===== src/rtl/irq_controller_if.sv =====
// IO-port bus between the j1 core (master) and the interrupt controller (slave).
// Carries the core's address, strobes and data in both directions.
interface irq_controller_if;
    logic [15:0] io_addr;
    logic        io_wr;
    logic        io_rd;
    logic [15:0] io_wdata;
    logic [15:0] io_rdata;

    modport master (output io_addr, io_wr, io_rd, io_wdata, input io_rdata);
    modport slave  (input io_addr, io_wr, io_rd, io_wdata, output io_rdata);
endinterface


===== src/rtl/irq_controller.sv =====
// Interrupt front-end for the j1 core: sync + edge detect, pending/mask, one-hot request.
// Define IRQ_TIMER_EN to replace source 7 with an internal 16-bit periodic timer.
module irq_controller #(
    parameter logic [15:0] ADDR_BASE   = 16'h0100,
    parameter int          SYNC_STAGES = 2
) (
    input  logic             clk,
    input  logic             resetq,
    input  logic [7:0]       irq_in,
    output logic [7:0]       int_rqst,
    irq_controller_if.slave  io
);
    typedef enum logic [3:0] {
        OFS_PENDING = 4'h0,
        OFS_MASK    = 4'h2,
        OFS_FORCE   = 4'h4,
        OFS_RELOAD  = 4'h6,
        OFS_COUNT   = 4'h8
    } reg_ofs_e;

    logic       hit;
    logic [3:0] ofs;
    logic       wr_pending, wr_mask, wr_force;
    logic [7:0] sync_q [SYNC_STAGES];
    logic [7:0] sync_dly_q;
    logic [7:0] edge_raw, src_edge;
    logic [7:0] pending_q, pending_d;
    logic [7:0] mask_q, mask_d;
    logic [7:0] active;

    assign hit        = io.io_addr[15:4] == ADDR_BASE[15:4];
    assign ofs        = io.io_addr[3:0];
    assign wr_pending = hit && io.io_wr && (ofs == OFS_PENDING);
    assign wr_mask    = hit && io.io_wr && (ofs == OFS_MASK);
    assign wr_force   = hit && io.io_wr && (ofs == OFS_FORCE);

    always_ff @(posedge clk or negedge resetq) begin
        // NOTE: the synchroniser array is a handful of flops, so clearing it in reset is deliberate.
        if (!resetq) begin
            for (int k = 0; k < SYNC_STAGES; k++) sync_q[k] <= '0;
            sync_dly_q <= '0;
        end else begin
            sync_q[0] <= irq_in;
            for (int k = 1; k < SYNC_STAGES; k++) sync_q[k] <= sync_q[k-1];
            sync_dly_q <= sync_q[SYNC_STAGES-1];
        end
    end

    assign edge_raw = sync_q[SYNC_STAGES-1] & ~sync_dly_q;

`ifdef IRQ_TIMER_EN
    logic        wr_reload;
    logic        timer_fire;
    logic [15:0] reload_q, reload_d;
    logic [15:0] count_q, count_d;
    logic        unused_bits;

    assign wr_reload   = hit && io.io_wr && (ofs == OFS_RELOAD);
    assign timer_fire  = !wr_reload && (reload_q != 16'd0) && (count_q == 16'd1);
    assign src_edge    = {timer_fire, edge_raw[6:0]};
    assign unused_bits = ^{io.io_rd, edge_raw[7]};

    always_comb begin
        reload_d = reload_q;
        count_d  = count_q;
        if (wr_reload) begin
            reload_d = io.io_wdata;
            count_d  = io.io_wdata;
        end else if (reload_q == 16'd0) begin
            count_d = '0;
        end else if (count_q <= 16'd1) begin
            count_d = reload_q;
        end else begin
            count_d = count_q - 16'd1;
        end
    end

    always_ff @(posedge clk or negedge resetq) begin
        if (!resetq) begin
            reload_q <= '0;
            count_q  <= '0;
        end else begin
            reload_q <= reload_d;
            count_q  <= count_d;
        end
    end
`else
    logic unused_bits;

    assign src_edge    = edge_raw;
    assign unused_bits = ^{io.io_rd, io.io_wdata[15:8]};
`endif

    // Sets (edge, FORCE) are OR-ed in after the W1C so a same-cycle set always wins.
    always_comb begin
        pending_d = pending_q;
        mask_d    = mask_q;
        if (wr_pending) pending_d = pending_d & ~io.io_wdata[7:0];
        pending_d = pending_d | src_edge;
        if (wr_force) pending_d = pending_d | io.io_wdata[7:0];
        if (wr_mask) mask_d = io.io_wdata[7:0];
    end

    always_ff @(posedge clk or negedge resetq) begin
        // NOTE: sequential state uses <= so every flop samples pre-edge values.
        if (!resetq) begin
            pending_q <= '0;
            mask_q    <= '0;
        end else begin
            pending_q <= pending_d;
            mask_q    <= mask_d;
        end
    end

    assign active = pending_q & mask_q;

    // Ascending scan: the last hit is the highest set bit, leaving one-hot.
    always_comb begin
        // NOTE: defaults first in every always_comb so no path can infer a latch.
        int_rqst = '0;
        for (int i = 0; i < 8; i++) begin
            if (active[i]) begin
                int_rqst    = '0;
                int_rqst[i] = 1'b1;
            end
        end
    end

    always_comb begin
        io.io_rdata = '0;
        if (hit) begin
            case (ofs)
                OFS_PENDING: io.io_rdata = {8'h00, pending_q};
                OFS_MASK:    io.io_rdata = {8'h00, mask_q};
`ifdef IRQ_TIMER_EN
                OFS_RELOAD:  io.io_rdata = reload_q;
                OFS_COUNT:   io.io_rdata = count_q;
`endif
                default:     io.io_rdata = '0;
            endcase
        end
    end
endmodule


===== src/flat_wrapper.sv =====
// flat-port wrapper written by rule: the top's interface ports become plain ports
module irq_controller_flat 
#(
    parameter logic [15:0] ADDR_BASE   = 16'h0100,
    parameter int          SYNC_STAGES = 2
)
  (clk, resetq, irq_in, int_rqst, io_io_addr, io_io_wr, io_io_rd, io_io_wdata, io_io_rdata);
  irq_controller_if io_i ();
  input  logic clk;
  input  logic resetq;
  input  logic [7:0] irq_in;
  output logic [7:0] int_rqst;
  input wire logic [$bits(io_i.io_addr)-1:0] io_io_addr;
  input wire logic [$bits(io_i.io_wr)-1:0] io_io_wr;
  input wire logic [$bits(io_i.io_rd)-1:0] io_io_rd;
  input wire logic [$bits(io_i.io_wdata)-1:0] io_io_wdata;
  output wire logic [$bits(io_i.io_rdata)-1:0] io_io_rdata;
  assign io_i.io_addr = io_io_addr;
  assign io_i.io_wr = io_io_wr;
  assign io_i.io_rd = io_io_rd;
  assign io_i.io_wdata = io_io_wdata;
  assign io_io_rdata = io_i.io_rdata;
  irq_controller #(.ADDR_BASE(ADDR_BASE), .SYNC_STAGES(SYNC_STAGES)) u_core (.clk(clk), .resetq(resetq), .irq_in(irq_in), .int_rqst(int_rqst), .io(io_i));
endmodule

===== config.mk =====
export PLATFORM = sky130hd
export DESIGN_NAME = irq_controller_flat
export DESIGN_NICKNAME = d
export VERILOG_FILES = /design/src/rtl/irq_controller_if.sv /design/src/rtl/irq_controller.sv /design/src/flat_wrapper.sv
export SDC_FILE = /design/constraint.sdc
export NUM_CORES = 1
export LEC_CHECK = 0
export ABC_CLOCK_PERIOD_IN_PS = 1460
export CAP_MARGIN = 20
export CORE_MARGIN = 3
export CORE_UTILIZATION = 25
export CTS_BUF_LIST = sky130_fd_sc_hd__clkbuf_4 sky130_fd_sc_hd__clkbuf_8
export DETAILED_ROUTE_END_ITERATION = 10
export SYNTH_ARGS = -nofsm -noshare
export SYNTH_HDL_FRONTEND = slang
export SYNTH_SLANG_ARGS = --single-unit

===== constraint.sdc =====
create_clock -name clk -period 1.46 [get_ports clk]
set_input_delay 0.146 -clock clk [delete_from_list [all_inputs] [get_ports clk]]
set_output_delay 0.146 -clock clk [all_outputs]
set_load 0.01 [all_outputs]

==> reports/results.txt, run 1 <==
Diodes inserted - 0
Storage cell area - 1000 µm²
Die ar. - 7870 µm²
final setup fails - 5
post-synthesis mux area share - 7.03%
setup TNS - -1.05 ns
post-route cell area - 2540 µm²
GRT overflow - 0
Compound-Gate Fraction of Synth Area - 8.20%
critical path depth - 6
drt initial violations - 57
H-tree Lvls - 2
Async S/R FF share, synth - 100%
Total GRT Usage - 10.3%
Hold Slack - 0.281 ns
CP Data Required Time - 1.31 ns
Critical Path Source - u_core.mask_q[7]
TritonCTS clock tree - done
Filler Cell Count - 634
CP Launch Type - flip-flop
Layout area overhead - 48.8%
number of global-route vias before repair - 1293
clock tree root driver cell - clkbuf_8
Synth cell types - 24
CTS max path bufs - 2
r2r startpoint - u_core.pending_q[7]
DP HPWL - 3.01 mm
total clock sinks - 40
Placement Setup Slack - -0.629 ns
core area - 6490 µm²
r2r endpoint - u_core.pending_q[7]
Post-Synth Simple-Gate Area - 19.7%
XOR/XNOR Fraction of Synth Area - 0%
Critical path destination - int_rqst[0]
register-to-register setup slack - 0.40 ns
antenna-violating nets left - 0
final WL - 3.91 mm
Hold Vio Cnt, Final - 0
commonest register cell after synthesis - dfrtp_1
clk_lat worst skew - 0.29 ns
yosys synthesis warning count - 0
MaxCap Viol Count - 0
worst-path fanout max - 2
multi-input logic area - 676 µm²
Leakage Power - 1.13 nW
Slew Limit Fails - 0
crit end category - output pin
share of cells above drive strength 1 - 41.9%
final setup margin - -0.242 ns
vias per cell - 4.44
Clock transition at path regs - 0.07 ns
Final GP Congestion - 0.796
crit-path cells - and2_4 -> and3b_2 -> buf_6 -> nand4_1 -> nor2_1 -> buf_2
RSZ-0062 raised after global routing - yes
Yosys reg bits - 40
Worst Setup Path Type - flip-flop to output pin
Hold Path Class - input pin to asynchronous set/reset pin
wire length per cell - 13.4 µm
CP top delay family - simple AND/OR/NAND/NOR gates
worst path bufs/invs - 2
Syn Inst Count - 129
min cycle time layout - 1.70 ns
Power Dens Cells - 820 nW/µm²
initial antenna violation count - 0
Layout Skew - 0.00807 ns
CP peak stage delay - 0.38 ns
largest net degree at the start of global routing - 19
worst vdd ir - 0.511 mV
first-pass GRT wire length - 6.02 mm
slowest CP cell - dfrtp_1
Post-Syn Area per Cell - 13.2 µm²
Synth Area in Adders - 0%
largest family of logic cells by synthesized area - simple AND/OR/NAND/NOR gates
Post-DP Area - 2440 µm²
max frequency - 587 MHz
Final period util - 117%
final net count - 258
Initial Util - 26.3%
total power - 0.00209 W
outcome - complete, but fails checks
# rows - 29
number of flops mapped to enable cells by yosys - 0
vias - 1296
crit path DAT - 1.56 ns
worst r2r path cells - 3
Die H - 88.7 µm
residual DRC count - 0
Seq/Total Area, Yosys - 58.6%
DIE WIDTH - 88.7 µm
violated checks - negative setup slack
Top Ports - 68
drt pass-1 iters - 4
total CTS buffers - 5
PortBufs - 50
cell area after synthesis - 1710 µm²
-- through the flow --
| stage | std cells | utilization, % |
|---|---|---|
| after global placement | 280 | 37.5 |
| after global routing | 292 | 39.1 |
| after detailed placement | 280 | 37.5 |
| after floorplan | 136 | - |
| after CTS | 290 | 39.0 |
| final | 292 | 39.1 |
-- power by group --
group | switching (W) | internal (W)
Sequential | 0.00000964 | 0.00114
Combinational | 0.0000751 | 0.0000896
Clock | 0.000349 | 0.000422
-- routing by layer --
layer,track usage (%),part of all wire (%)
met1,12.7,40
met2,15.8,47
met3,3.63,10
met4,5.63,2.4
met5,0,0
-- how the worst min path moves through the flow --
stage | cells after the start | endpoint
after CTS | 2 | u_core.sync_q[12]
final | 2 | u_core.sync_q[7]
after global routing | 1 | u_core.sync_q[10]
after floorplan | 0 | u_core.mask_q[0]
after global placement | 1 | u_core.sync_q[9]
after detailed placement | 1 | u_core.sync_q[9]
-- cells in the mapped netlist (2+ instances only) --
cell | count | area share (%)
mux2_4 | 8 | 7.0
nor2b_1 | 8 | 2.9
nor4b_4 | 2 | 2.8
nor4_2 | 2 | 1.5
a22oi_1 | 8 | 3.5
a221o_1 | 8 | 4.7
nand3_1 | 10 | 2.9
and3_1 | 2 | 0.73
nor3b_1 | 2 | 0.88
buf_6 | 2 | 1.3
buf_4 | 8 | 3.5
nand2_1 | 7 | 1.5
dfrtp_1 | 40 | 59
nor2_1 | 12 | 2.6
-- flip-flops by register name (all words and copies together), names as in the netlist --
register	cells
u_core.mask_q	8
u_core.pending_q	8
u_core.sync_q	16
u_core.sync_dly_q	8
-- cell families after synthesis --
kind of cell	Yosys count
buffers and inverters	12
AO/OA/AOI/OAI	16
multiplexers	8
flip-flops	40
other	1
AND/OR/NAND/NOR	52
-- area by class of cell --
| cell class | count | share of cell area [%] |
|---|---|---|
| clock buffer | 8 | 3.84 |
| multi-input combinational | 84 | 26.6 |
| sequential | 40 | 39.4 |
| tap | 77 | 3.79 |
| timing repair buffer | 83 | 26.4 |
-- timing repair --
action	in CTS	in global routing
pin swaps	12	9
hold buffers	1	0
buffers inserted	1	2
endpoints found under the setup margin	32	13
resized for setup	91	25
endpoints found under the hold margin	14	0
-- cells in the final DEF, fill, tap and decap left out, drive strengths merged, types with 2 or more instances in the layout --
cell type	netlist	final
nor3b	2	2
nand3	10	10
nor4	3	3
clkdlybuf4s15	0	6
nor2b	8	8
nand2	7	7
a22oi	8	8
and3	2	2
and2	2	2
dlygate4sd2	0	4
buf	12	47
clkdlybuf4s50	0	17
conb	1	8
mux2	8	8
clkbuf	0	16
nor4b	2	2
dfrtp	40	40
nor2	12	12
a221o	8	8
No activity file was read; power rests on OpenSTA's default activity.
==> run 2: changes to the inputs <==
CORE_ASPECT_RATIO = 1.5   (was not set)
==> reports/results.txt, run 2 (synthesis results as in run 1) <==
outcome - complete, but fails checks
violated checks - negative setup slack
Final period util - 114% (-2.3 points)
Top Ports - 68 (unchanged)
max frequency - 599 MHz (+2.0%)
post-layout util - 40.7% (+1.6 points)
worst r2r path cells - 2 (-1)
multi-input logic area - 706 µm² (+4.4%)
vias - 1290 (-0.46%)
CP Launch Type - flip-flop
logic gate share of total power - 8.0% (about the same)
clock share of power - 41.9% (+4.9 points)
Final GP Congestion - 0.714 (-10%)
DIE WIDTH - 73.5 µm (-17%)
number of global-route vias before repair - 1385 (+7.1%)
Layout area overhead - 56.7%
Hold Vio Cnt, Final - 0 (unchanged)
crit path DAT - 1.52 ns (-0.04 ns)
DR top layer - met4
Worst Setup Path Type - flip-flop to output pin
Int Power - 0.00184 W (+12%)
H-tree Lvls - 2 (unchanged)
clk_lat worst skew - 0.28 ns (about the same)
switching part of the total - 19.6% (-1.1 points)
met2 wire length - 2.00 mm (+8.9%)
Hold Path Class - input pin to flip-flop
core area - 6580 µm² (+1.3%)
PortBufs - 50 (unchanged)
Die H - 107 µm (+21%)
Flop pwr share - 50.1% (-5.1 points)
CTS max path bufs - 2 (unchanged)
CP peak stage delay - 0.38 ns (about the same)
TritonCTS clock tree - done
antenna-violating nets left - 0 (unchanged)
Most flops, register - u_core.sync_q
# rows - 36 (+24%)
CP Data Required Time - 1.31 ns (about the same)
final WL - 3.93 mm (+0.56%)
share of cells above drive strength 1 - 40.3% (-1.6 points)
vias per cell - 4.42 (-0.46%)
first-pass GRT wire length - 6.46 mm (+7.3%)
DP HPWL - 2.75 mm (-8.6%)
GRT overflow - 0 (unchanged)
hold path cells - 1
slowest CP cell - dfrtp_1
final setup fails - 5 (unchanged)
total CTS buffers - 5 (unchanged)
wire length per cell - 13.4 µm (+0.56%)
Power Dens Cells - 857 nW/µm² (+4.5%)
Net Sw Power - 0.000451 W (+4.1%)
largest net degree at the start of global routing - 26 (+7)
drt pass-1 iters - 4 (unchanged)
Worst Hold Path EP - u_core.sync_q[12]
Storage cell area - 1000 µm² (unchanged)
residual DRC count - 0 (unchanged)
worst-path fanout max - 3 (+1)
crit-path cells - and2_4 -> and3b_2 -> nand2_1 -> nor3b_1 -> buf_2
Diodes inserted - 0 (unchanged)
Metal-1 WL - 1.49 mm (-5.3%)
Total GRT Usage - 10.6% (+0.24 points)
r2r endpoint - u_core.pending_q[4]
Finished Layout Cells - 292 (unchanged)
RSZ-0062 raised after global routing - yes
Leakage Power - 1.16 nW (+3.1%)
clock tree root driver cell - clkbuf_8
initial antenna violation count - 0 (unchanged)
final net count - 259 (+0.39%)
WL met3 - 381 µm (-4.3%)
commonest non-fill, non-tap cells in the layout - dfrtp_1 (40), buf_4 (23), clkdlybuf4s50_1 (17)
final setup margin - -0.209 ns (+0.0333 ns)
Hold Slack - 0.295 ns (+0.0138 ns)
MaxCap Viol Count - 0 (unchanged)
crit end category - output pin
Die ar. - 7890 µm² (+0.25%)
r2r startpoint - u_core.pending_q[4]
Filler Cell Count - 620 (-2.2%)
register-to-register setup slack - 0.52 ns (+0.12 ns)
worst vdd ir - 0.780 mV (+53%)
Layout Skew - 0.00908 ns (+0.00101 ns)
Clock transition at path regs - 0.08 ns (about the same)
min cycle time layout - 1.67 ns (-0.0333 ns)
Slew Limit Fails - 0 (unchanged)
number of flip-flops in the largest register - 16 (unchanged)
Initial Util - 26.0% (-0.33 points)
total clock sinks - 40 (unchanged)
hold_sp - irq_in[4]
placed insts - 277 (-1.1%)
commonest non-fill, non-tap cell in the layout - dfrtp_1
drt initial violations - 88 (+54%)
[run 2: power groups by stage]
| stage | Combinational, W | Sequential [W] | Clock (W) |
|---|---|---|---|
| 2_1_floorplan | 0.0000502 | 0.00117 | 0 |
| 3_3_place_gp | 0.000180 | 0.00117 | 0 |
| 3_5_place_dp | 0.000182 | 0.00117 | 0 |
| 4_1_cts | 0.000183 | 0.00115 | 0.00101 |
| 5_1_grt | 0.000202 | 0.00115 | 0.00105 |
| 6_report | 0.000185 | 0.00115 | 0.000961 |
[run 2: cell type report]
class | count | area share [%]
Multi-Input combinational cell | 84 | 26.3
Tap cell | 76 | 3.55
Sequential cell | 40 | 37.4
Clock inverter | 1 | 1.12
Timing Repair Buffer | 84 | 28.0
Clock buffer | 7 | 3.60
[run 2: worst max-delay path by stage]
stage / slack (ns) / to / start
after global routing: -0.30 / int_rqst[1] / u_core.pending_q[7]
after detailed placement: -0.64 / io_io_rdata[6] / io_io_addr[0]
after CTS: -0.23 / int_rqst[1] / u_core.mask_q[7]
after global placement: -0.63 / io_io_rdata[6] / io_io_addr[0]
final: -0.21 / int_rqst[2] / u_core.pending_q[7]
after floorplan: 0.02 / u_core.mask_q[0] / io_io_addr[5]
[run 2: per-layer routing]
metal | global-route usage [%] | vias to the layer above
met5 | 0 | -
li1 | - | 621
met3 | 3.55 | 4
met2 | 18.1 | 50
met1 | 12.1 | 615
met4 | 3.37 | 0
[run 2: worst max-delay path, delay by kind of cell (launching register included)]
family        cells  cell delay (ns)
buf+inv           1             0.16
flops             1             0.38
simple gates      4             0.71
[run 2: stage by stage]
stage	setup slack (ns)	TNS (ns)	instance area, µm²	total power (W)
floorplan	0.0210	0	1740	0.00122
global placement	-0.626	-13.78	2450	0.00135
detailed placement	-0.642	-13.93	2450	0.00135
CTS	-0.234	-0.949	2620	0.00234
global route	-0.302	-1.42	2680	0.00240
finish	-0.209	-0.908	2680	0.00230
[run 2: what timing repair did]
| action | in CTS | in global routing |
|---|---|---|
| cloned | 1 | 0 |
| setup buffers | 3 | 5 |
| pin swaps | 13 | 15 |
| resized for setup | 100 | 20 |
| hold buffers | 1 | 0 |
| endpoints found under the hold margin | 15 | 0 |
| setup endpoints to repair | 32 | 31 |
==> run 3: changes to the inputs <==
CAP_MARGIN = not set   (was 20)
==> results of run 3 <==
Same layout as run 2: the final DEF is identical, and so are final timing and power.
